`src/rtl/stump_ctrl_pkg.sv`:
```
// Shared encodings for the STUMP control unit: FSM states, opcodes,
// branch condition codes and condition-flag bit positions.
package stump_ctrl_pkg;

   typedef enum logic [2:0] {
      S_FETCH   = 3'b001,
      S_EXECUTE = 3'b010,
      S_MEMORY  = 3'b100
   } state_t;

   localparam logic [2:0] OP_ADD  = 3'b000;
   localparam logic [2:0] OP_ADC  = 3'b001;
   localparam logic [2:0] OP_SUB  = 3'b010;
   localparam logic [2:0] OP_SBC  = 3'b011;
   localparam logic [2:0] OP_AND  = 3'b100;
   localparam logic [2:0] OP_OR   = 3'b101;
   localparam logic [2:0] OP_LDST = 3'b110;
   localparam logic [2:0] OP_BCC  = 3'b111;

   typedef enum logic [3:0] {
      C_AL = 4'h0, C_NV = 4'h1, C_HI = 4'h2, C_LS = 4'h3,
      C_CC = 4'h4, C_CS = 4'h5, C_NE = 4'h6, C_EQ = 4'h7,
      C_VC = 4'h8, C_VS = 4'h9, C_PL = 4'hA, C_MI = 4'hB,
      C_GE = 4'hC, C_LT = 4'hD, C_GT = 4'hE, C_LE = 4'hF
   } cond_t;

   localparam int FLAG_N = 3;
   localparam int FLAG_Z = 2;
   localparam int FLAG_V = 1;
   localparam int FLAG_C = 0;

endpackage

```
`src/rtl/stump_cond_eval.sv`:
```
// Branch condition evaluator: decides whether a Bcc is taken from the
// 4-bit condition field and the {N,Z,V,C} flags.
module stump_cond_eval
   import stump_ctrl_pkg::*;
(
   input  logic [3:0] cond,
   input  logic [3:0] flags,
   output logic       taken
);

   logic n, z, v, c;

   assign n = flags[FLAG_N];
   assign z = flags[FLAG_Z];
   assign v = flags[FLAG_V];
   assign c = flags[FLAG_C];

   always_comb begin
      taken = 1'b0;
      case (cond_t'(cond))
         C_AL: taken = 1'b1;
         C_NV: taken = 1'b0;
         C_HI: taken = !c && !z;
         C_LS: taken = c || z;
         C_CC: taken = !c;
         C_CS: taken = c;
         C_NE: taken = !z;
         C_EQ: taken = z;
         C_VC: taken = !v;
         C_VS: taken = v;
         C_PL: taken = !n;
         C_MI: taken = n;
         C_GE: taken = (n == v);
         C_LT: taken = (n != v);
         C_GT: taken = !z && (n == v);
         C_LE: taken = z || (n != v);
         default: taken = 1'b0;
      endcase
   end

endmodule

```
`src/rtl/stump_controller.sv`:
```
// STUMP control unit: one-hot FETCH/EXECUTE/MEMORY sequencer with
// combinational datapath control decode. Define STUMP_MEM_WAIT_EN to add
// the mem_ready handshake that stretches FETCH and MEMORY.
module stump_controller
   import stump_ctrl_pkg::*;
#(
   parameter logic [2:0] PC_REG = 3'd7
) (
   input  logic        clk,
   input  logic        rst,
   input  logic [15:0] ir,
   input  logic [3:0]  flags,
`ifdef STUMP_MEM_WAIT_EN
   input  logic        mem_ready,
`endif
   output logic [2:0]  state,
   output logic        fetch_en,
   output logic        reg_write,
   output logic        cc_en,
   output logic        mem_ren,
   output logic        mem_wen,
   output logic [2:0]  alu_func,
   output logic [1:0]  shift_op,
   output logic [2:0]  dest,
   output logic [2:0]  src_a,
   output logic [2:0]  src_b,
   output logic        ext_op,
   output logic        imm_type,
   output logic        addr_sel
);

   state_t     cur, nxt;
   logic       ready;
   logic       taken;
   logic [2:0] opcode;

`ifdef STUMP_MEM_WAIT_EN
   assign ready = mem_ready;
`else
   assign ready = 1'b1;
`endif

   assign opcode = ir[15:13];
   assign state  = cur;

   stump_cond_eval u_cond (
      .cond  (ir[11:8]),
      .flags (flags),
      .taken (taken)
   );

   always_ff @(posedge clk) begin
      if (rst) cur <= S_FETCH;
      else     cur <= nxt;
   end

   always_comb begin
      nxt       = cur;
      fetch_en  = 1'b0;
      reg_write = 1'b0;
      cc_en     = 1'b0;
      mem_ren   = 1'b0;
      mem_wen   = 1'b0;
      alu_func  = 3'b000;
      shift_op  = 2'b00;
      dest      = 3'b000;
      src_a     = 3'b000;
      src_b     = 3'b000;
      ext_op    = 1'b0;
      imm_type  = 1'b0;
      addr_sel  = 1'b0;

      unique case (cur)
         S_FETCH: begin
            if (ready) nxt = S_EXECUTE;
            fetch_en = 1'b1;
            mem_ren  = 1'b1;
         end
         S_EXECUTE: begin
            if (opcode == OP_LDST) nxt = S_MEMORY;
            else                   nxt = S_FETCH;
            if (opcode == OP_BCC) begin
               src_a     = PC_REG;
               dest      = PC_REG;
               ext_op    = 1'b1;
               imm_type  = 1'b1;
               reg_write = taken;
            end else if (opcode == OP_LDST) begin
               // address = src_a + (reg or imm); ALU forced to ADD
               alu_func = OP_ADD;
               ext_op   = ir[12];
               src_a    = ir[7:5];
               src_b    = ir[4:2];
            end else begin
               alu_func  = opcode;
               ext_op    = ir[12];
               dest      = ir[10:8];
               src_a     = ir[7:5];
               src_b     = ir[4:2];
               shift_op  = ir[12] ? 2'b00 : ir[1:0];
               reg_write = 1'b1;
               cc_en     = ir[11];
            end
         end
         S_MEMORY: begin
            if (ready) nxt = S_FETCH;
            addr_sel = 1'b1;
            dest     = ir[10:8];
            if (ir[11]) begin
               mem_wen = 1'b1;
            end else begin
               mem_ren   = 1'b1;
               reg_write = 1'b1;
            end
         end
         default: nxt = S_FETCH;
      endcase

      // reset silences every control output; only the state register shows
      if (rst) begin
         fetch_en  = 1'b0;
         reg_write = 1'b0;
         cc_en     = 1'b0;
         mem_ren   = 1'b0;
         mem_wen   = 1'b0;
         alu_func  = 3'b000;
         shift_op  = 2'b00;
         dest      = 3'b000;
         src_a     = 3'b000;
         src_b     = 3'b000;
         ext_op    = 1'b0;
         imm_type  = 1'b0;
         addr_sel  = 1'b0;
      end
   end

endmodule

```
`config.mk`:
```
export PLATFORM = sky130hd
export DESIGN_NAME = stump_controller
export DESIGN_NICKNAME = d
export VERILOG_FILES = /design/src/rtl/stump_ctrl_pkg.sv /design/src/rtl/stump_cond_eval.sv /design/src/rtl/stump_controller.sv
export SDC_FILE = /design/constraint.sdc
export NUM_CORES = 1
export LEC_CHECK = 0
export ABC_AREA = 1
export CAP_MARGIN = 5
export CORE_AREA = 5 5 42 44
export CTS_CLUSTER_DIAMETER = 40
export CTS_CLUSTER_SIZE = 8
export DETAILED_ROUTE_END_ITERATION = 8
export DIE_AREA = 0 0 47 49
export DONT_BUFFER_PORTS = 1
export PLACE_DENSITY = 0.6
export RECOVER_POWER = 25
export SLEW_MARGIN = 10
export SYNTH_ARGS = -nofsm -noshare
export SYNTH_HDL_FRONTEND = slang
export SYNTH_HIERARCHICAL = 1
export SYNTH_SLANG_ARGS = --single-unit
```
`constraint.sdc`:
```
create_clock -name clk -period 2.2 [get_ports clk]
set_input_delay 0.22 -clock clk [delete_from_list [all_inputs] [get_ports clk]]
set_output_delay 0.22 -clock clk [all_outputs]
set_load 0.05 [all_outputs]
```
# Word level (Yosys, flattened, before mapping)
# Index checks and enable logic that the tools add are counted.
# W data, S select, Z words.
[word_totals]
ff_bits = 3
out_inout_bits = 25
word_cells = 78
in_bits = 22
[classes]
muxes = 46
reduce_logical = 9
n_eq_ne = 22
[op_table]
columns = ["operator", "count"]
rows = [
  ["$mux W3", 14],
  ["$eq A4 B4 Y1 const B", 8],
  ["$mux W1", 22],
  ["$eq A4 B3 Y1 const B", 4],
  ["$pmux W1 S16", 1],
  ["$pmux W3 S2", 2],
  ["$mux W2", 5],
  ["$eq A3 B3 Y1 const B", 3],
  ["$eq A4 B2 Y1 const B", 2],
  ["$eq A4 B1 Y1 const B", 1],
  ["$logic_not A1 Y1", 4],
  ["$logic_not A4 Y1", 1],
  ["$pmux W1 S2", 2],
  ["$eq A3 B1 Y1 const B", 1],
  ["$eq A3 B2 Y1 const B", 1],
  ["$logic_and A1 B1 Y1", 2],
  ["$logic_or A1 B1 Y1", 2],
  ["$eq A1 B1 Y1", 1],
  ["$ne A1 B1 Y1", 1],
]

# Longest topological paths before layout
# Gate-level depths: netlist of run 1.
[logic_depth]
ltp_word = 6
ltp_mapped = 11
mapped_depth_nobuf = 11

# Hierarchy
# The synthesis of run 1 kept the hierarchy.
[by_module_without_submodules]
columns = ["module", "seq_area_each_um2", "cells_each", "n_inst", "area_each_um2"]
rows = [
  ["stump_controller", 60.1, 72, 1, 390.4],
  ["stump_cond_eval", 0.0, 51, 1, 212.7],
]

# Worst setup path before layout of run 1
# OpenSTA, ideal clock, no wires.
[synth_timing]
kind = "register -> output"
from = "register cur[1] (netlist: state[1])"
to = "output alu_func[0]"
t_required_ns = 1.980
n_path_buf = 0
t_arrival_ns = 2.156
setup_slack_ns = -0.176
path_stages_with_launch = 5
cell_sequence = "dfxtp_1 -> nand3_2 -> nor2_4 -> inv_2 -> nor3_1"
[synth_between]
elab_chain_cells = 3
[synth_lines]
columns = ["element", "line", "text"]
rows = [
  ["start: declaration", "stump_controller.sv:32", "state_t cur, nxt;"],
  ["start signal: assignment", "stump_controller.sv:54", "else cur <= nxt;"],
  ["$eq A3 B2 Y1", "stump_controller.sv:73", "unique case (cur)"],
  ["$mux W3", "stump_controller.sv:73", ""],
  ["$mux W3", "stump_controller.sv:120", "if (rst) begin"],
  ["end: declaration", "stump_controller.sv:22", "output logic [2:0] alu_func,"],
]
# No other way between the ends.

# Worst setup path in the final report of run 1
[layout_timing]
from = "register cur[0] (netlist: state[0])"
to = "output alu_func[0]"
# Same word-level chain as after synthesis.

==> results of run 1 <==
## final timing paths
kind             from          end  slack, ps
max          state[0]  alu_func[0]        310
min               rst     state[1]         60
max reg2reg  state[0]     state[0]        670
min reg2reg  state[2]     state[1]        600
## routing by layer
metal	vias up	wire, um	GRT usage, %
met5	-	0	0
met4	0	28	7.83
met3	5	124	4.06
met2	19	1040	32.1
met1	341	623	15.0
li1	429	-	-
## cell type report
cell class	instances	area share, %
inverter	23	10.5
timing repair buffer	21	21.2
sequential	3	7.28
multi-input combinational	96	55.4
tap	16	2.43
clock buffer	4	3.19
## placed cells by master, fill, tap and decap left out, drive strengths merged, types with 3 or more instances in the layout
cell type  netlist  layout
o21ai            7       7
nand3           12      12
nor3             7       7
nand2           48      48
a21oi            4       4
clkbuf           0       6
nor2            16      16
inv             23      23
buf              1      19
dfxtp            3       3
## stage by stage
stage          TNS, ps  power, uW  hold WS [ps]  utilization (%)
2_1_floorplan     -385        231           452                -
3_3_place_gp         0        277           303             57.5
3_5_place_dp         0        280           301             57.5
4_1_cts              0        378          58.7             59.4
5_1_grt              0        403          58.9             58.8
6_report             0        374          61.9             58.8
## cell usage after synthesis
cell / number / share of area, %
a21oi_1: 4 / 3.3
buf_2: 1 / 0.83
dfxtp_1: 3 / 10
inv_1: 18 / 11
inv_2: 5 / 3.1
nand2_1: 46 / 29
nand2_2: 2 / 2.1
nand3_1: 10 / 8.3
nand3_2: 2 / 3.3
nand4_1: 1 / 1.0
nor2_1: 13 / 8.1
nor2_4: 3 / 5.6
nor3_1: 5 / 4.1
nor3_2: 2 / 3.3
o21a_1: 1 / 1.2
o21ai_0: 6 / 5.0
o21ai_1: 1 / 0.83
## cell families (layout without fill, tap and decap cells)
| kind of cell | after synthesis | in the layout | synth area share, % |
|---|---|---|---|
| AOI/OAI and AO/OA | 12 | 12 | 10.4 |
| buffers and inverters | 24 | 48 | 15.1 |
| DFF | 3 | 3 | 9.96 |
| and+or+nand+nor | 84 | 84 | 64.5 |
## power by group
| part | switching [uW] | total (uW) | internal [uW] |
|---|---|---|---|
| clock | 29.0 | 97.0 | 68.0 |
| sequential | 23.6 | 85.9 | 62.3 |
| combinational | 133 | 191 | 57.8 |
| total | 185 | 374 | 188 |
==> key figures, run 1 <==
Route
  – Routed vias/inst: ~4.9
  – DR pass1 iterations: 4
  – Remaining antenna violation count: 0
  – Wire length per cell: 11.1 um
  – DR DRC count: 0
  – DRT iter0 DRCs: 4
  – Drt total wl: around 1800 um
  – Routed via count: just under 800

Clock network
  – Hold_buf cts: 0
  – Clock Latency Late Sink: between 200 and 250 ps
  – H-tree Lvls: 1
  – Cts bufs inserted: 3
  – Root Buffer: clkbuf_4
  – PostCTS Resize Cnt: 0
  – Clock transition at the registers of the reported paths: ~40 ps
  – Clock tree buffer depth: 2
  – CTS tree: yes
  – Sink Count: 3
  – Postcts setup bufs: 0

Layout
  – Register Area: between 60 and 70 um^2
  – Layout cells sized above 1: around a quarter
  – Max reg flops: 3
  – P&R area growth vs syn: 36.7%
  – Number of fill cells: about 150
  – Final instance area: approximately 820 um^2
  – Final Non-Filler Cells: ~160
  – Multi-input logic area: roughly 460 um^2
  – ANT cells: 0
  – Layout Nets: 170

Worst setup path
  – Crit Path Max Fanout: 10
  – Crit path capture type: output pin
  – Buf/Inv on CP: 3
  – Stages on the worst setup path: 6
  – Critical path's largest stage delay: 490 ps
  – Worst Setup Start Kind: flop
  – Crit path cell chain: inv_1, nand3_2, nor2_4, inv_2, nor3_1, buf_4
  – Crit path max-delay cell type: dfxtp_1
  – Worst Path Arrival: 1670 ps
  – Crit path required time: approximately 2000 ps
  – CP Class: reg -> out
  – Delay-heaviest family, CP: buffers and inverters
  – R2R depth: 6

Power
  – Leak: between 0.0004 and 0.0005 uW
  – VDD IR max: about 0.15 mV
  – Pwr per Cell Area: ~450 mW/mm^2

Global route
  – Grt total ovfl: 0
  – First-pass GRT wire length: 2930 um
  – Initial antenna violation count: 0
  – Total track usage: 16.8%
  – Largest net degree at the start of global routing: 11
  – Vias in the first global route: between 700 and 800

Flow run
  – Max-cap violation count: 0

STA
  – Final min period: around 1900 ps
  – Clock Skews: approximately 1.6 ps
  – Setup ws final: between 300 and 400 ps
  – Hold Fails Final Rpt: 0
  – Final period utilization: around 86%
  – Worst slew margin: about three fifths
  – # setup viols final: 0
  – RSZ-0062 raised after global routing: false
  – Max-slew violation count: 0
  – Worst slew pin tran: 599 ps
  – Fmax: ~530 MHz

Place
  – Port Buf Inserts: 0
  – Placed Area: 806 um^2
  – GPL Wtd Cong: approximately 0.87
  – Cells after DPL: approximately 160
  – Post-detail-place hpwl: ~1500 um
  – Place WS: ~560 ps

Die
  – Initial Util: 43.0%
  – Die width: roughly 47 um
  – Num rows: 14
  – Core Box Area: approximately 0.0014 mm^2
  – Ports: between 40 and 50
  – Die Y: 49 um
  – Die Area: ~0.0023 mm^2

Synthesis
  – Yosys cell types: 17
  – Ys Warns: 6
  – Post-synthesis cell area: roughly 600 um^2
  – Seq cells post-synth: 3
  – Synthesized area per cell: about 4.9 um^2
  – Post-Syn Instances: 123
  – Mapped Nets: approximately 150
  – Sequential area share after synthesis: 9.96%

Min path
  – Worst Hold Class: in -> reg
  – Hold Crit Depth: 1

Run status
  – Run status: finished clean
Note: power is estimated with default switching activity, not from simulation.
==> run 2: changes to the inputs <==
--- a/config.mk
+++ b/config.mk
@@ -7,12 +7,13 @@
 export LEC_CHECK = 0
 export ABC_AREA = 1
 export CAP_MARGIN = 5
-export CORE_AREA = 5 5 42 44
+export CORE_AREA = 2 2 39 41
 export CTS_CLUSTER_DIAMETER = 40
 export CTS_CLUSTER_SIZE = 8
 export DETAILED_ROUTE_END_ITERATION = 8
-export DIE_AREA = 0 0 47 49
+export DIE_AREA = 0 0 41 43
 export DONT_BUFFER_PORTS = 1
+export HOLD_SLACK_MARGIN = 0.15
 export PLACE_DENSITY = 0.6
 export RECOVER_POWER = 25
 export SLEW_MARGIN = 10
==> run 2 against run 1 <==
Fmax down 5.0%. Total power up 0.44%. Sequential cell count unchanged. Clock power down 0.8%. Sequential power about the same. Critical path depth unchanged. Global-route usage up 5.2 points. Die area down 23%. First-iteration DRC count rose to 3.8 times the previous value. Core utilization up 1.2 points. Via count up 2.8%. Wire length down 3.8%.
==> key figures, run 2 (same netlist as run 1, synthesis figures left out) <==
STA
  – Worst slew pin tran: 594 ps (-4.43 ps)
  – Fmax: 502 MHz (-5.0%)
  – Setup ws final: 207 ps (-99.9 ps)
  – # setup viols final: 0 (unchanged)
  – RSZ-0062 raised after global routing: false
  – Final period utilization: 90.6% (+4.5 points)
  – Worst Hold Slack: 189 ps (+127 ps)
  – Final min period: 1990 ps (+99.9 ps)
  – Hold Fails Final Rpt: 0 (unchanged)
  – Worst slew margin: 60.6% (+0.29 points)
  – Clock Skews: 5.01 ps (+3.36 ps)
  – Max-slew violation count: 0 (unchanged)

Layout
  – Most frequent cells in the layout: nand2_1 (46), inv_1 (19), buf_4 (16)
  – Max reg flops: 3 (unchanged)
  – P&R area growth vs syn: 37.8%
  – ANT cells: 0 (unchanged)
  – Layout Nets: 171 (+0.59%)
  – Layout cells sized above 1: 23.6% (-1.5 points)
  – Final Non-Filler Cells: 164 (+0.61%)
  – Commonest non-fill, non-tap cell in the layout: nand2_1
  – Number of fill cells: 153 (+3.4%)

Place
  – GPL Wtd Cong: 0.747 (-14%)
  – Port Buf Inserts: 0 (unchanged)
  – Cells after DPL: 159 (unchanged)
  – Post-detail-place hpwl: 1440 um (-7.0%)
  – Place WS: 557 ps (-1.42 ps)

Clock network
  – Clock transition at the registers of the reported paths: 40 ps (about the same)
  – Clock tree buffer depth: 2 (unchanged)
  – Postcts setup bufs: 0 (unchanged)
  – Hold_buf cts: 1 (+1)
  – Clock Latency Late Sink: 230 ps (about the same)
  – Root Buffer: clkbuf_4
  – PostCTS Resize Cnt: 0 (unchanged)
  – CTS tree: yes
  – H-tree Lvls: 1 (unchanged)
  – Sink Count: 3 (unchanged)
  – Cts bufs inserted: 3 (unchanged)

Global route
  – Grt total ovfl: 0 (unchanged)
  – Total track usage: 22.0% (+5.2 points)
  – Largest net degree at the start of global routing: 11 (unchanged)
  – Vias in the first global route: 711 (-7.1%)
  – Initial antenna violation count: 0 (unchanged)
  – First-pass GRT wire length: 2790 um (-4.7%)

Die
  – Core Box Area: 0.00138 mm^2 (-1.2%)
  – Ports: 47 (unchanged)
  – Num rows: 14 (unchanged)
  – Die width: 41 um (-13%)
  – Initial Util: 43.6% (+0.54 points)
  – Die Area: 0.00176 mm^2 (-23%)
  – Die Y: 43 um (-12%)

Route
  – Routed vias/inst: 4.98 (+2.1%)
  – Wire length per cell: 10.6 um (-4.3%)
  – DR pass1 iterations: 4 (unchanged)
  – Routed via count: 816 (+2.8%)
  – DRT iter0 DRCs: 15 (+11)
  – Drt total wl: 1750 um (-3.8%)
  – DR DRC count: 0 (unchanged)
  – Remaining antenna violation count: 0 (unchanged)

Worst setup path
  – Worst Setup Start Kind: flop
  – Crit Path Max Fanout: 10 (unchanged)
  – Crit path capture type: output pin
  – Worst Path Arrival: 1770 ps (+100 ps)
  – Crit path required time: 1980 ps (about the same)
  – CP Class: reg -> out

Power
  – Pwr per Cell Area: 452 mW/mm^2 (-0.31%)
  – Leak: 0.000480 uW (about the same)
  – Total power: 375 uW (+0.44%)
  – VDD IR max: 0.153 mV (+5.1%)

Run status
  – Run status: finished clean

Flow run
  – Max-cap violation count: 0 (unchanged)

Min path
  – Worst Hold Class: in -> reg
run 2: metal layers:
layer	global-route usage (%)	up-vias	part of all wire [%]
met5	0	-	0
met4	8.00	0	0
met3	1.05	0	4.9
met2	39.4	16	56
met1	25.3	366	39
li1	-	434	-
run 2: path summary, 6_finish.rpt:
check	startpoint	slack, ps	cells past startpoint	end
setup / recovery	state[0]	210	6	alu_func[0]
hold / removal	rst	190	2	state[0]
setup reg to reg	state[0]	650	6	state[0]
hold reg to reg	state[2]	630	3	state[1]
run 2: stage by stage:
step	cell area, um^2	setup TNS (ps)	util [%]
final	831	0	60.0
after global routing	831	0	60.0
after detailed placement	806	0	58.2
after floorplan	608	-385	-
after global placement	806	0	58.2
after CTS	842	0	60.8
run 2: final cells by class:
cell class,instances,area [um^2],area share [%]
repair buffers,22,181,21.8
clock buffers,4,26.3,3.16
flip-flops and latches,3,60.1,7.23
multi-input cells,96,457,55.0
inverters,23,86.3,10.4
well taps,16,20.0,2.41
run 2: critical path: stages (launching register included):
cell and delay [ps]:
dfxtp_1 680, inv_1 150, nand3_2 150, nor2_4 50, inv_1 230, nor3_1 80
buf_4 200
run 2: report_power, final:
group,total (uW),switching (uW),internal (uW),leakage [uW]
clock,96.2,28.2,68.0,0.0000150
combinational,193,134,58.7,0.000440
sequential,85.9,23.7,62.3,0.0000248
total,375,186,189,0.000480
==> run 3: changes to the inputs <==
--- a/config.mk
+++ b/config.mk
@@ -13,6 +13,7 @@
 export DETAILED_ROUTE_END_ITERATION = 8
 export DIE_AREA = 0 0 41 43
 export DONT_BUFFER_PORTS = 1
+export GPL_ROUTABILITY_DRIVEN = 0
 export HOLD_SLACK_MARGIN = 0.15
 export PLACE_DENSITY = 0.6
 export RECOVER_POWER = 25
==> results of run 3 <==
Final layout, timing and power as in run 2 (identical DEF).
